$ cat config.mk
export PLATFORM = sky130hd
export DESIGN_NAME = dmem_arbiter_flat
export DESIGN_NICKNAME = d
export VERILOG_FILES = /design/src/rtl/dmem_arbiter_if.sv /design/src/rtl/dmem_arbiter.sv /design/src/flat_wrapper.sv
export SDC_FILE = /design/constraint.sdc
export NUM_CORES = 1
export LEC_CHECK = 0
export BUFFER_PORTS_ARGS = -buffer_cell sky130_fd_sc_hd__buf_4
export CORE_AREA = 2 2 86 88
export CTS_CLUSTER_DIAMETER = 60
export CTS_CLUSTER_SIZE = 28
export DETAILED_ROUTE_END_ITERATION = 7
export DIE_AREA = 0 0 88 90
export PLACE_DENSITY = 0.62
export SYNTH_ARGS = -nofsm -noshare
export SYNTH_HDL_FRONTEND = slang
export SYNTH_SLANG_ARGS = --single-unit
$ cat constraint.sdc
create_clock -name clk -period 4.1 [get_ports clk]
set_clock_uncertainty 0.2 [all_clocks]
set_input_delay 0.82 -clock clk [delete_from_list [all_inputs] [get_ports clk]]
set_output_delay 0.82 -clock clk [all_outputs]
set_load 0.05 [all_outputs]
$ cat src/rtl/dmem_arbiter_if.sv
`default_nettype none
// ============================================================================
// Module   : dmem_arbiter_if
// Brief    : External loader/debug access port of the data-memory arbiter.
// Revision : 1.0 - initial release
// ============================================================================
interface dmem_arbiter_if #(
    parameter int AW = 7,
    parameter int DW = 32
);
    logic          ext_req;
    logic          ext_we;
    logic [AW-1:0] ext_addr;
    logic [DW-1:0] ext_wdata;
    logic          ext_gnt;
    logic          ext_rvalid;
    logic [DW-1:0] ext_rdata;

    // The loader side drives requests; the arbiter answers with grant and read data.
    modport master (
        output ext_req,
        output ext_we,
        output ext_addr,
        output ext_wdata,
        input  ext_gnt,
        input  ext_rvalid,
        input  ext_rdata
    );

    modport slave (
        input  ext_req,
        input  ext_we,
        input  ext_addr,
        input  ext_wdata,
        output ext_gnt,
        output ext_rvalid,
        output ext_rdata
    );
endinterface
`default_nettype wire

$ cat src/rtl/dmem_arbiter.sv
`default_nettype none
// ============================================================================
// Module   : dmem_arbiter
// Brief    : Shares the single-port data SRAM between the core load/store port
//            and an external loader port, with starvation-bounded priority.
// Revision : 1.0 - initial release
// ============================================================================
module dmem_arbiter #(
    parameter int STARVE_LIMIT = 4,
    parameter int BURST_MAX    = 4,
    parameter int AW           = 7,
    parameter int DW           = 32
) (
    input  logic          clk,
    input  logic          rst_n,
    // core side
    input  logic          cpu_CEN,
    input  logic          cpu_WEN,
    input  logic [AW-1:0] cpu_A,
    input  logic [DW-1:0] cpu_D,
    output logic [DW-1:0] cpu_Q,
    output logic          cpu_stall,
    // external loader side
    dmem_arbiter_if.slave ext,
    // SRAM macro side
    output logic          CEN,
    output logic          WEN,
    output logic          OEN,
    output logic [AW-1:0] A,
    output logic [DW-1:0] D,
    input  logic [DW-1:0] Q
);

    localparam logic [0:0] c_S_CPU        = 1'b0;
    localparam logic [0:0] c_S_EXT        = 1'b1;
    localparam logic [3:0] c_STARVE_LIMIT = 4'(STARVE_LIMIT);
    localparam logic [3:0] c_BURST_MAX    = 4'(BURST_MAX);

    logic [0:0] r_state;
    logic [0:0] w_next_state;
    logic [3:0] r_starve_cnt;
    logic [3:0] w_starve_next;
    logic [3:0] r_burst_cnt;
    logic [3:0] w_burst_next;
    logic       r_ext_rvalid;

    logic       w_cpu_req;
    logic       w_cpu_grant;
    logic       w_ext_grant;
    logic       w_ext_wait;
    logic       w_starve_hit;
    logic       w_burst_done;

    assign w_cpu_req = ~cpu_CEN;

    // ------------------------------------------------------------------------
    // FSM state register
    // ------------------------------------------------------------------------
    always_ff @(posedge clk or negedge rst_n) begin
        if (!rst_n) begin
            r_state <= c_S_CPU;
        end else begin
            r_state <= w_next_state;
        end
    end

    // ------------------------------------------------------------------------
    // FSM next-state logic
    // ------------------------------------------------------------------------
    assign w_ext_wait   = ext.ext_req & ~w_ext_grant;
    assign w_starve_hit = (r_state == c_S_CPU) & w_ext_wait
                        & ((r_starve_cnt + 4'd1) == c_STARVE_LIMIT);
    assign w_burst_done = (r_state == c_S_EXT) & w_ext_grant
                        & ((r_burst_cnt + 4'd1) == c_BURST_MAX);

    always_comb begin
        w_next_state = r_state;
        case (r_state)
            c_S_CPU: begin
                if (w_starve_hit) begin
                    w_next_state = c_S_EXT;
                end
            end
            c_S_EXT: begin
                if (!ext.ext_req || w_burst_done) begin
                    w_next_state = c_S_CPU;
                end
            end
            default: w_next_state = c_S_CPU;
        endcase
    end

    // ------------------------------------------------------------------------
    // FSM outputs: grant selection and SRAM pin mux
    // ------------------------------------------------------------------------
    always_comb begin
        w_cpu_grant = 1'b0;
        w_ext_grant = 1'b0;
        case (r_state)
            c_S_EXT: begin
                w_ext_grant = ext.ext_req;
                w_cpu_grant = w_cpu_req & ~ext.ext_req;
            end
            default: begin
                w_cpu_grant = w_cpu_req;
                w_ext_grant = ext.ext_req & ~w_cpu_req;
            end
        endcase

        CEN = 1'b1;
        WEN = 1'b1;
        A   = '0;
        D   = '0;
        if (w_cpu_grant) begin
            CEN = 1'b0;
            WEN = cpu_WEN;
            A   = cpu_A;
            D   = cpu_D;
        end else if (w_ext_grant) begin
            CEN = 1'b0;
            WEN = ~ext.ext_we;
            A   = ext.ext_addr;
            D   = ext.ext_wdata;
        end

        cpu_stall   = w_cpu_req & ~w_cpu_grant;
        ext.ext_gnt = w_ext_grant;
    end

    // ------------------------------------------------------------------------
    // Starvation and burst counters
    // ------------------------------------------------------------------------
    // The starve count restarts when it hands priority to the external port.
    always_comb begin
        w_starve_next = 4'd0;
        if (w_ext_wait && !w_starve_hit) begin
            w_starve_next = r_starve_cnt + 4'd1;
        end

        w_burst_next = r_burst_cnt;
        if (w_next_state == c_S_CPU) begin
            w_burst_next = 4'd0;
        end else if ((r_state == c_S_EXT) && w_ext_grant) begin
            w_burst_next = r_burst_cnt + 4'd1;
        end
    end

    always_ff @(posedge clk or negedge rst_n) begin
        if (!rst_n) begin
            r_starve_cnt <= 4'd0;
            r_burst_cnt  <= 4'd0;
            r_ext_rvalid <= 1'b0;
        end else begin
            r_starve_cnt <= w_starve_next;
            r_burst_cnt  <= w_burst_next;
            r_ext_rvalid <= w_ext_grant & ~ext.ext_we;
        end
    end

    // SRAM read data arrives one cycle after the access; no local storage needed.
    assign ext.ext_rvalid = r_ext_rvalid;
    assign ext.ext_rdata  = r_ext_rvalid ? Q : '0;
    assign cpu_Q          = Q;
    assign OEN            = 1'b0;

endmodule
`default_nettype wire

$ cat src/flat_wrapper.sv
// flat-port wrapper written by rule: the top's interface ports become plain ports
module dmem_arbiter_flat 
#(
    parameter int STARVE_LIMIT = 4,
    parameter int BURST_MAX    = 4,
    parameter int AW           = 7,
    parameter int DW           = 32
)
  (clk, rst_n, cpu_CEN, cpu_WEN, cpu_A, cpu_D, cpu_Q, cpu_stall, CEN, WEN, OEN, A, D, Q, ext_ext_req, ext_ext_we, ext_ext_addr, ext_ext_wdata, ext_ext_gnt, ext_ext_rvalid, ext_ext_rdata);
  dmem_arbiter_if #(.AW(AW), .DW(DW)) ext_i ();
  input  logic clk;
  input  logic rst_n;
  input  logic cpu_CEN;
  input  logic cpu_WEN;
  input  logic [AW-1:0] cpu_A;
  input  logic [DW-1:0] cpu_D;
  output logic [DW-1:0] cpu_Q;
  output logic cpu_stall;
  output logic CEN;
  output logic WEN;
  output logic OEN;
  output logic [AW-1:0] A;
  output logic [DW-1:0] D;
  input  logic [DW-1:0] Q;
  input wire logic [$bits(ext_i.ext_req)-1:0] ext_ext_req;
  input wire logic [$bits(ext_i.ext_we)-1:0] ext_ext_we;
  input wire logic [$bits(ext_i.ext_addr)-1:0] ext_ext_addr;
  input wire logic [$bits(ext_i.ext_wdata)-1:0] ext_ext_wdata;
  output wire logic [$bits(ext_i.ext_gnt)-1:0] ext_ext_gnt;
  output wire logic [$bits(ext_i.ext_rvalid)-1:0] ext_ext_rvalid;
  output wire logic [$bits(ext_i.ext_rdata)-1:0] ext_ext_rdata;
  assign ext_i.ext_req = ext_ext_req;
  assign ext_i.ext_we = ext_ext_we;
  assign ext_i.ext_addr = ext_ext_addr;
  assign ext_i.ext_wdata = ext_ext_wdata;
  assign ext_ext_gnt = ext_i.ext_gnt;
  assign ext_ext_rvalid = ext_i.ext_rvalid;
  assign ext_ext_rdata = ext_i.ext_rdata;
  dmem_arbiter #(.STARVE_LIMIT(STARVE_LIMIT), .BURST_MAX(BURST_MAX), .AW(AW), .DW(DW)) u_core (.clk(clk), .rst_n(rst_n), .cpu_CEN(cpu_CEN), .cpu_WEN(cpu_WEN), .cpu_A(cpu_A), .cpu_D(cpu_D), .cpu_Q(cpu_Q), .cpu_stall(cpu_stall), .ext(ext_i), .CEN(CEN), .WEN(WEN), .OEN(OEN), .A(A), .D(D), .Q(Q));
endmodule
==> reports/qor.txt, run 1 <==
Vias per cell -> 4.32
Synthesized Nets -> 292
R2R setup slack -> 2190 ps
Final setup vio count -> 0
CP Data Required Time -> 3080 ps
Die Area -> 0.00792 sq mm
Routed WL -> 6.59 mm
Max-Slew Margin vs Limit -> 53.1%
Hold slack final -> 213 ps
Site Rows -> 31
Clock sink count -> 10
Sw frac -> 48.1%
Post-synth cell types -> 33
Largest net degree at the start of global routing -> 43
Initial antenna violation count -> 0
H-tree depth -> 1
Post-synth EDFFs -> 0
Setup slack at placement -> 1080 ps
Residual overflow from global routing -> 0
Latest clock arrival within the worst-skew pair -> 230 ps
Most used DFF post-synth -> dfrtp_1
Most used cell, CP -> buf_4
Final ANT Viol Nets -> 0
CP max FO -> 40
Final Cycle Share -> 73.4%
Pwr Total -> 639 uW
Synth area leader -> a22o_1
Final worst path period need -> 3010 ps
Starting Density -> 20.1%
Clock network fraction of total power -> 15.1%
Detailed placer's ending HPWL -> 5.63 mm
Layout cell share with drive strength beyond 1 -> 65.3%
Final worst setup slack -> 1090 ps
IO buf count -> 223
Synth Instances -> 172
Yosys reg bits -> 10
Worst Reg-to-Reg Cells -> 5
Final weighted congestion in routability-driven placement -> 0.813
Core box area -> 0.00702 sq mm
Crit-path cells -> buf_4 -> and2_1 -> nor2_2 -> buf_4 -> a22o_1 -> buf_4
CTS max path bufs -> 2
Status -> complete, no violations
Worst R2R End -> u_core.r_state
First-pass GRT wire length -> 9.67 mm
Max incr delay on CP -> 370 ps
Comb pwr share -> 68.6%
Root buf cell -> clkbuf_8
Avg Cell Area, Syn -> 8.21 sq um
DIE HEIGHT -> 90 um
P&R area growth vs syn -> 110%
Hold Path Class -> primary input to async pin
# DRC -> 0
Max-Cap Viols -> 0
P_int -> 331 uW
I/O pins -> 225
Fin. max-slew vios -> 0
CTS tree -> done
Fill count -> 712
Synth warnings -> 0
Hold Vio Cnt, Final -> 0
Die width -> 88 um
Sequential cell area -> 250 sq um
Final layout net count -> 476
CP max-delay cell -> buf_4
Drt first-iter violations -> 26
Setup TNS -> 0 ps
Commonest non-fill, non-tap cells in the layout -> 225 x buf_4, 40 x a22o_1, 33 x and2_1, 10 x dfrtp_1, 4 x ha_1
Crit. End Element -> primary output
Post-synth ARST share -> 100%
Post-CTS setup buffers -> 0
Vias in the first global route -> 1,965
Routed WL per cell -> 14.6 um
Seq/Total Area, Yosys -> 17.7%
Antenna diodes -> 0
P_leak -> 1.68 nW
Reg2reg start -> u_core.r_burst_cnt[0]
Resized Gates After CTS -> 0
Max Freq -> 332 MHz
TritonCTS buffer count -> 3
Most common cell after layout, fill and taps aside -> buf_4
Multi-input logic area -> 860 sq um
Util after Layout -> 42.3%
Worst-Margin Slew -> 704 ps
Mapped Area -> 0.00141 sq mm
WP data arrival -> 1990 ps
TritonRoute pass-1 iters -> 4
Vias post-DR -> 1,959
Overall routing resource usage -> 15.3%
Startpoint types -> primary input
VDD IR max -> 107 uV
Synth top area share -> 24.8%
Synth top area cells -> a22o_1 25%, buf_4 18%, dfrtp_1 18%
RSZ-0062 raised after global routing -> no
Pwr/cell area -> 215 mW/mm^2
Cts hold-fix bufs -> 0
Clock-pin slew on the worst setup and hold paths -> 40 ps
Crit path kind -> primary input to primary output
Switch Pwr -> 307 uW
Reg power frac -> 16.2%
[area by class of cell]
class / count / area share, %
flip-flops and latches: 10 / 8.43
well taps: 99 / 4.17
inverters: 1 / 0.126
repair buffers: 225 / 56.9
clock buffers: 3 / 1.39
multi-input cells: 115 / 29.0
[through the flow]
stage               instance area, sq um  instances
detailed placement                  2930        450
finish                              2970        453
global placement                    2930        450
CTS                                 2970        453
floorplan                           1410        172
global route                        2970        453
[Yosys cell counts (all sizes together) (2+ instances only)]
master,count
ha,4
and2,33
nor3,3
a21oi,2
buf,34
a22o,40
nor2b,2
nor2,4
and3,2
a21boi,3
dfrtp,10
o21ai,2
nand3,2
nand2b,2
clkbuf,12
[cell families after synthesis]
group           count (synthesis)  synth area share, %
compound gates                 53                 31.5
xor+xnor                        2                 1.24
fa+ha+maj                       4                 3.55
buf+inv                        47                 21.5
flops                          10                 17.7
other cells                     1                0.266
simple gates                   55                 24.2
[worst max-delay path, delay by kind of cell]
family	cells	cell delay (ps)
AND/OR/NAND/NOR	2	220
AO/OA/AOI/OAI	1	220
buffers and inverters	3	700
[how the worst max path moves through the flow]
stage           startpoint  slack [ps]     to
4_1_cts        ext_ext_req        1080    WEN
6_report       ext_ext_req        1090  D[25]
3_5_place_dp       cpu_CEN        1080    WEN
5_1_grt        ext_ext_req         990    WEN
3_3_place_gp   ext_ext_req        1080    WEN
2_1_floorplan      cpu_CEN         640    WEN
[power by group through the flow]
| stage | logic [mW] | registers, mW | clock network [mW] |
|---|---|---|---|
| after detailed placement | 0.441 | 0.105 | 0 |
| after global routing | 0.458 | 0.104 | 0.106 |
| after CTS | 0.442 | 0.104 | 0.102 |
| after floorplan | 0.278 | 0.104 | 0 |
| after global placement | 0.440 | 0.105 | 0 |
| final | 0.438 | 0.104 | 0.0966 |
[flip-flops by register name (all words and copies together), names as in the netlist]
register and count:
u_core.r_burst_cnt 4, u_core.ext.ext_rvalid 1, u_core.r_starve_cnt 4, u_core.r_state 1
[layer usage]
metal | GRT usage (%) | up-vias | part of all wire (%)
li1 | - | 954 | -
met2 | 29.6 | 130 | 52
met3 | 3.67 | 2 | 11
met1 | 16.7 | 873 | 36
met4 | 1.92 | 0 | 0.33
met5 | 0 | - | 0
(Power assumes the default switching activity.)
==> run 2: changes to the inputs <==
--- a/config.mk
+++ b/config.mk
@@ -6,12 +6,12 @@
 export NUM_CORES = 1
 export LEC_CHECK = 0
 export BUFFER_PORTS_ARGS = -buffer_cell sky130_fd_sc_hd__buf_4
-export CORE_AREA = 2 2 86 88
+export CORE_AREA = 2 2 87 89
 export CTS_CLUSTER_DIAMETER = 60
 export CTS_CLUSTER_SIZE = 28
 export DETAILED_ROUTE_END_ITERATION = 7
-export DIE_AREA = 0 0 88 90
-export PLACE_DENSITY = 0.62
+export DIE_AREA = 0 0 89 91
+export PLACE_DENSITY = 0.61
 export SYNTH_ARGS = -nofsm -noshare
 export SYNTH_HDL_FRONTEND = slang
 export SYNTH_SLANG_ARGS = --single-unit
==> constraint.sdc (replaced) <==
create_clock -name clk -period 3.05 [get_ports clk]
set_clock_uncertainty 0.2 [all_clocks]
set_input_delay 0.61 -clock clk [delete_from_list [all_inputs] [get_ports clk]]
set_output_delay 0.61 -clock clk [all_outputs]
set_load 0.05 [all_outputs]
==> reports/qor.txt, run 2 (synthesis results as in run 1) <==
Clock-pin slew on the worst setup and hold paths -> 40 ps (about the same)
DIE HEIGHT -> 91 um (+1.1%)
Max-Cap Viols -> 0 (unchanged)
Site Rows -> 31 (unchanged)
Latest clock arrival within the worst-skew pair -> 230 ps (about the same)
H-tree depth -> 1 (unchanged)
Routed WL -> 6.22 mm (-5.7%)
Max Freq -> 412 MHz
Final ANT Viol Nets -> 0 (unchanged)
Drt first-iter violations -> 80 (+210%)
Overall routing resource usage -> 13.8% (-1.5 points)
Final worst path period need -> 2430 ps
Final setup vio count -> 0 (unchanged)
Vias post-DR -> 1,939 (-1.0%)
First-pass GRT wire length -> 8.87 mm (-8.3%)
Die width -> 89 um (+1.1%)
Die Area -> 0.00810 sq mm (+2.3%)
Multi-input logic area -> 860 sq um (unchanged)
CP Data Required Time -> 2240 ps (-840 ps)
Worst-Margin Slew -> 712 ps (+7.71 ps)
Vias per cell -> 4.27 (-1.2%)
Final Cycle Share -> 79.7%
CP max-delay cell -> buf_12
Setup TNS -> 0 ps (unchanged)
Biggest regs -> u_core.r_burst_cnt x4, u_core.r_starve_cnt x4
Residual overflow from global routing -> 0 (unchanged)
Fill count -> 736 (+3.4%)
I/O pins -> 225 (unchanged)
Sequential cell area -> 250 sq um (unchanged)
Startpoint types -> primary input
CTS tree -> done
VDD IR max -> 138 uV (+29%)
Pwr/cell area -> 288 mW/mm^2 (+34%)
Crit-path cells -> buf_4 -> and2_1 -> nor2_2 -> buf_12 -> a22o_1 -> buf_4
Root buf cell -> clkbuf_8
Final weighted congestion in routability-driven placement -> 0.746 (-8.1%)
Setup slack at placement -> 637 ps (-440 ps)
RSZ-0062 raised after global routing -> no
Final layout net count -> 476 (unchanged)
Hold Path Class -> primary input to async pin
Core box area -> 0.00714 sq mm (+1.7%)
Max-Slew Margin vs Limit -> 52.5% (-0.51 points)
Most used cell, CP -> buf_4
Vias in the first global route -> 1,786 (-9.1%)
Cts hold-fix bufs -> 0 (unchanged)
Clock sink count -> 10 (unchanged)
Post-CTS setup buffers -> 0 (unchanged)
Max incr delay on CP -> 210 ps (-160 ps)
Detailed placer's ending HPWL -> 5.37 mm (-4.6%)
Layout cell share with drive strength beyond 1 -> 65.3% (unchanged)
Final worst setup slack -> 620 ps (-471 ps)
Initial antenna violation count -> 1 (+1)
Hold Vio Cnt, Final -> 0 (unchanged)
Crit path kind -> primary input to primary output
Routed WL per cell -> 13.7 um (-5.9%)
P&R area growth vs syn -> 112%
TritonRoute pass-1 iters -> 4 (unchanged)
IO buf count -> 223 (unchanged)
Most common cell after layout, fill and taps aside -> buf_4
Crit. End Element -> primary output
P_leak -> 1.69 nW (+0.49%)
# DRC -> 0 (unchanged)
Resized Gates After CTS -> 0 (unchanged)
CTS max path bufs -> 2 (unchanged)
CP max FO -> 40 (unchanged)
WP data arrival -> 1620 ps (-370 ps)
TritonCTS buffer count -> 3 (unchanged)
Fin. max-slew vios -> 0 (unchanged)
Commonest non-fill, non-tap cells in the layout -> 223 x buf_4, 40 x a22o_1, 33 x and2_1, 10 x dfrtp_1, 4 x ha_1
Status -> complete, no violations
Starting Density -> 19.8% (-0.33 points)
Largest net degree at the start of global routing -> 43 (unchanged)
==> run 2: path summary, 6_finish.rpt <==
path | end | cells past startpoint | from | slack (ps)
worst max register to register | u_core.r_state | 5 | u_core.r_burst_cnt[0] | 1240
max in group asynchronous | u_core.r_burst_cnt[0] | 1 | rst_n | 2510
worst max-delay path | D[26] | 6 | ext_ext_req | 620
worst min register to register | u_core.r_starve_cnt[0] | 1 | u_core.r_starve_cnt[0] | 300
min in group clk | u_core.r_starve_cnt[0] | 1 | u_core.r_starve_cnt[0] | 300
worst min-delay path | u_core.r_starve_cnt[0] | 1 | rst_n | 3
==> run 2: report_power, final <==
group	internal, mW	switching, mW
clock	0.0860	0.0461
sequential	0.135	0.00447
combinational	0.228	0.363
total	0.449	0.414
==> run 2: final cells by class <==
type                       count  area share (%)
tap                           99            4.14
antenna                        1          0.0835
sequential                    10            8.35
multi-input combinational    115            28.7
clock buffer                   3            1.38
timing repair buffer         225            57.2
inverter                       1           0.125
==> run 2: stage by stage <==
step	utilization, %	instance area [sq um]	cells	total power [mW]	hold WS [ps]
2_1_floorplan	-	1410	172	0.514	114
3_3_place_gp	41.4	2950	450	0.735	248
3_5_place_dp	41.4	2950	450	0.736	250
4_1_cts	41.9	2990	453	0.872	4.47
5_1_grt	42.0	3000	454	0.904	3.59
6_report	42.0	3000	454	0.863	3.50
==> run 2: layer usage <==
layer,wire length [um],vias to the layer above,share of wire (%),global-route usage (%)
met5,0,-,0,0
met4,160,0,2.6,5.10
met3,600,10,9.7,1.73
met2,3140,128,51,24.9
met1,2310,848,37,16.2
li1,-,953,-,-
==> run 2: worst max-delay path, delay by kind of cell <==
family          cells  cell delay, ps
buf+inv             3             530
simple gates        2             280
compound gates      1             160
==> run 3: changes to the inputs <==
==> constraint.sdc (replaced) <==
create_clock -name clk -period 2.3 [get_ports clk]
set_clock_uncertainty 0.2 [all_clocks]
set_input_delay 0.46 -clock clk [delete_from_list [all_inputs] [get_ports clk]]
set_output_delay 0.46 -clock clk [all_outputs]
set_load 0.05 [all_outputs]
==> reports/qor.txt, run 3 (synthesis results as in run 1) <==
Overall routing resource usage -> 15.4% (+1.6 points)
Site Rows -> 31 (unchanged)
I/O pins -> 225 (unchanged)
# DRC -> 0 (unchanged)
Clock-pin slew on the worst setup and hold paths -> 50 ps (about the same)
Routed WL per cell -> 15.7 um (+15%)
DIE HEIGHT -> 91 um (unchanged)
Final weighted congestion in routability-driven placement -> 0.793 (+6.3%)
Most common cell after layout, fill and taps aside -> buf_4
Antenna diodes -> 0 (-1)
Critical Path Start -> u_core.r_state
Layout cell share with drive strength beyond 1 -> 66.3% (+1.0 points)
TritonRoute pass-1 iters -> 4 (unchanged)
WL met3 -> 803 um (+34%)
Final std cells w/o fill -> 461 (+1.5%)
Biggest regs -> u_core.r_burst_cnt x4, u_core.r_starve_cnt x4
Commonest non-fill, non-tap cells in the layout -> 222 x buf_4, 40 x a22o_1, 32 x and2_1, 10 x dfrtp_1
Latest clock arrival within the worst-skew pair -> 240 ps (about the same)
Hold Crit Start -> ext_ext_we
Final layout net count -> 483 (+1.5%)
Final Cycle Share -> 96.3%
Detailed placer's ending HPWL -> 5.86 mm (+9.1%)
Fin. max-slew vios -> 0 (unchanged)
Max Freq -> 451 MHz
Drt first-iter violations -> 23 (-71%)
Metal-1 WL -> 2.55 mm (+10%)
Startpoint types -> register
Final setup vio count -> 0 (unchanged)
Status -> complete, no violations
Wire length on met2 -> 3.70 mm (+18%)
Pwr/cell area -> 389 mW/mm^2 (+35%)
Instance area at placement -> 0.00297 sq mm (+0.68%)
Util after Layout -> 44.0% (+2.0 points)
Vias in the first global route -> 2,016 (+13%)
P_leak -> 1.76 nW (+4.0%)
Largest net degree at the start of global routing -> 43 (unchanged)
Clock sink count -> 10 (unchanged)
Final worst path period need -> 2220 ps
Reg2reg start -> u_core.r_burst_cnt[0]
Die Area -> 0.00810 sq mm (unchanged)
Routed WL -> 7.23 mm (+16%)
Max incr delay on CP -> 410 ps (+200 ps)
P&R area growth vs syn -> 122%
Cell family with most CP delay -> buffers and inverters
Die width -> 89 um (unchanged)
Max-Cap Viols -> 0 (unchanged)
First-pass GRT wire length -> 9.73 mm (+9.7%)
Crit path kind -> register to primary output
Core box area -> 0.00714 sq mm (unchanged)
Initial antenna violation count -> 0 (-1)
Hold Vio Cnt, Final -> 0 (unchanged)
Worst path bufs/invs -> 3 (unchanged)
Pwr Total -> 1.22 mW (+41%)
Uppermost layer routed -> met4
Root buf cell -> clkbuf_8
WP data arrival -> 1560 ps (-60 ps)
Crit. End Element -> primary output
Placed cell count -> 452 (+0.44%)
IO buf count -> 223 (unchanged)
H-tree depth -> 1 (unchanged)
Crit-path cells -> and2_4 -> nor2_4 -> buf_12 -> clkbuf_16 -> a22o_1 -> buf_4
Vias post-DR -> 2,036 (+5.0%)
CP max FO -> 9 (-78%)
Starting Density -> 19.8% (unchanged)
CTS max path bufs -> 2 (unchanged)
Hold Path Class -> primary input to register
CP Data Required Time -> 1640 ps (-600 ps)
CTS tree -> done
VDD IR max -> 238 uV (+73%)
Final Instance Area -> 0.00314 sq mm (+4.7%)
CP max-delay cell -> dfrtp_1
Residual overflow from global routing -> 0 (unchanged)
Vias per cell -> 4.42 (+3.4%)
RSZ-0062 raised after global routing -> no
TritonCTS buffer count -> 3 (unchanged)
Final ANT Viol Nets -> 0 (unchanged)
run 3: per-layer routing:
| metal | up-vias | GRT usage, % |
|---|---|---|
| met5 | - | 0 |
| met4 | 0 | 4.85 |
| met3 | 14 | 3.55 |
| met2 | 151 | 28.4 |
| met1 | 905 | 16.9 |
| li1 | 966 | - |
run 3: power by group:
part	switching [mW]	internal [mW]	leakage, nW
sequential	0.00182	0.179	0.138
combinational	0.500	0.322	1.59
clock	0.0675	0.150	0.0288
run 3: timing repair:
action,4_1_cts,5_1_grt
endpoints found under the setup margin,0,35
gates resized for setup,0,5
buffers inserted,0,1
hold buffers,1,0
hold endpoints to repair,10,0
run 3: worst register-to-register path: cells and delay by family (launching register included):
family / cells / cell delay (ps)
adders and majority gates: 1 / 250
and+or+nand+nor: 2 / 380
AOI/OAI and AO/OA: 2 / 440
DFF: 1 / 460
run 3: per-stage QoR:
stage	TNS, ps	hold slack, ps	setup slack [ps]
final	0	189	84.0
after global routing	0	187	18.7
after CTS	0	182	51.1
after detailed placement	0	96.5	148
after global placement	0	97.2	183
after floorplan	-21.5	-35.6	-21.5
run 3: path summary, 6_finish.rpt:
kind                                           to  slack [ps]  cells past startpoint
min in group asynchronous  u_core.r_starve_cnt[3]         380                      2
min                         u_core.ext.ext_rvalid         190                      2
min reg2reg                u_core.r_starve_cnt[0]         300                      1
max in group asynchronous   u_core.r_burst_cnt[2]        1380                      2
max                                         D[12]          80                      6
max reg2reg                        u_core.r_state         440                      5
run 3: area by class of cell:
type / count / area [sq um]
clock buffers: 4 / 55.1
fillers: 736 / 4000
inverters: 1 / 3.75
multi-input cells: 115 / 872
flip-flops and latches: 10 / 250
well taps: 99 / 124
repair buffers: 232 / 1830
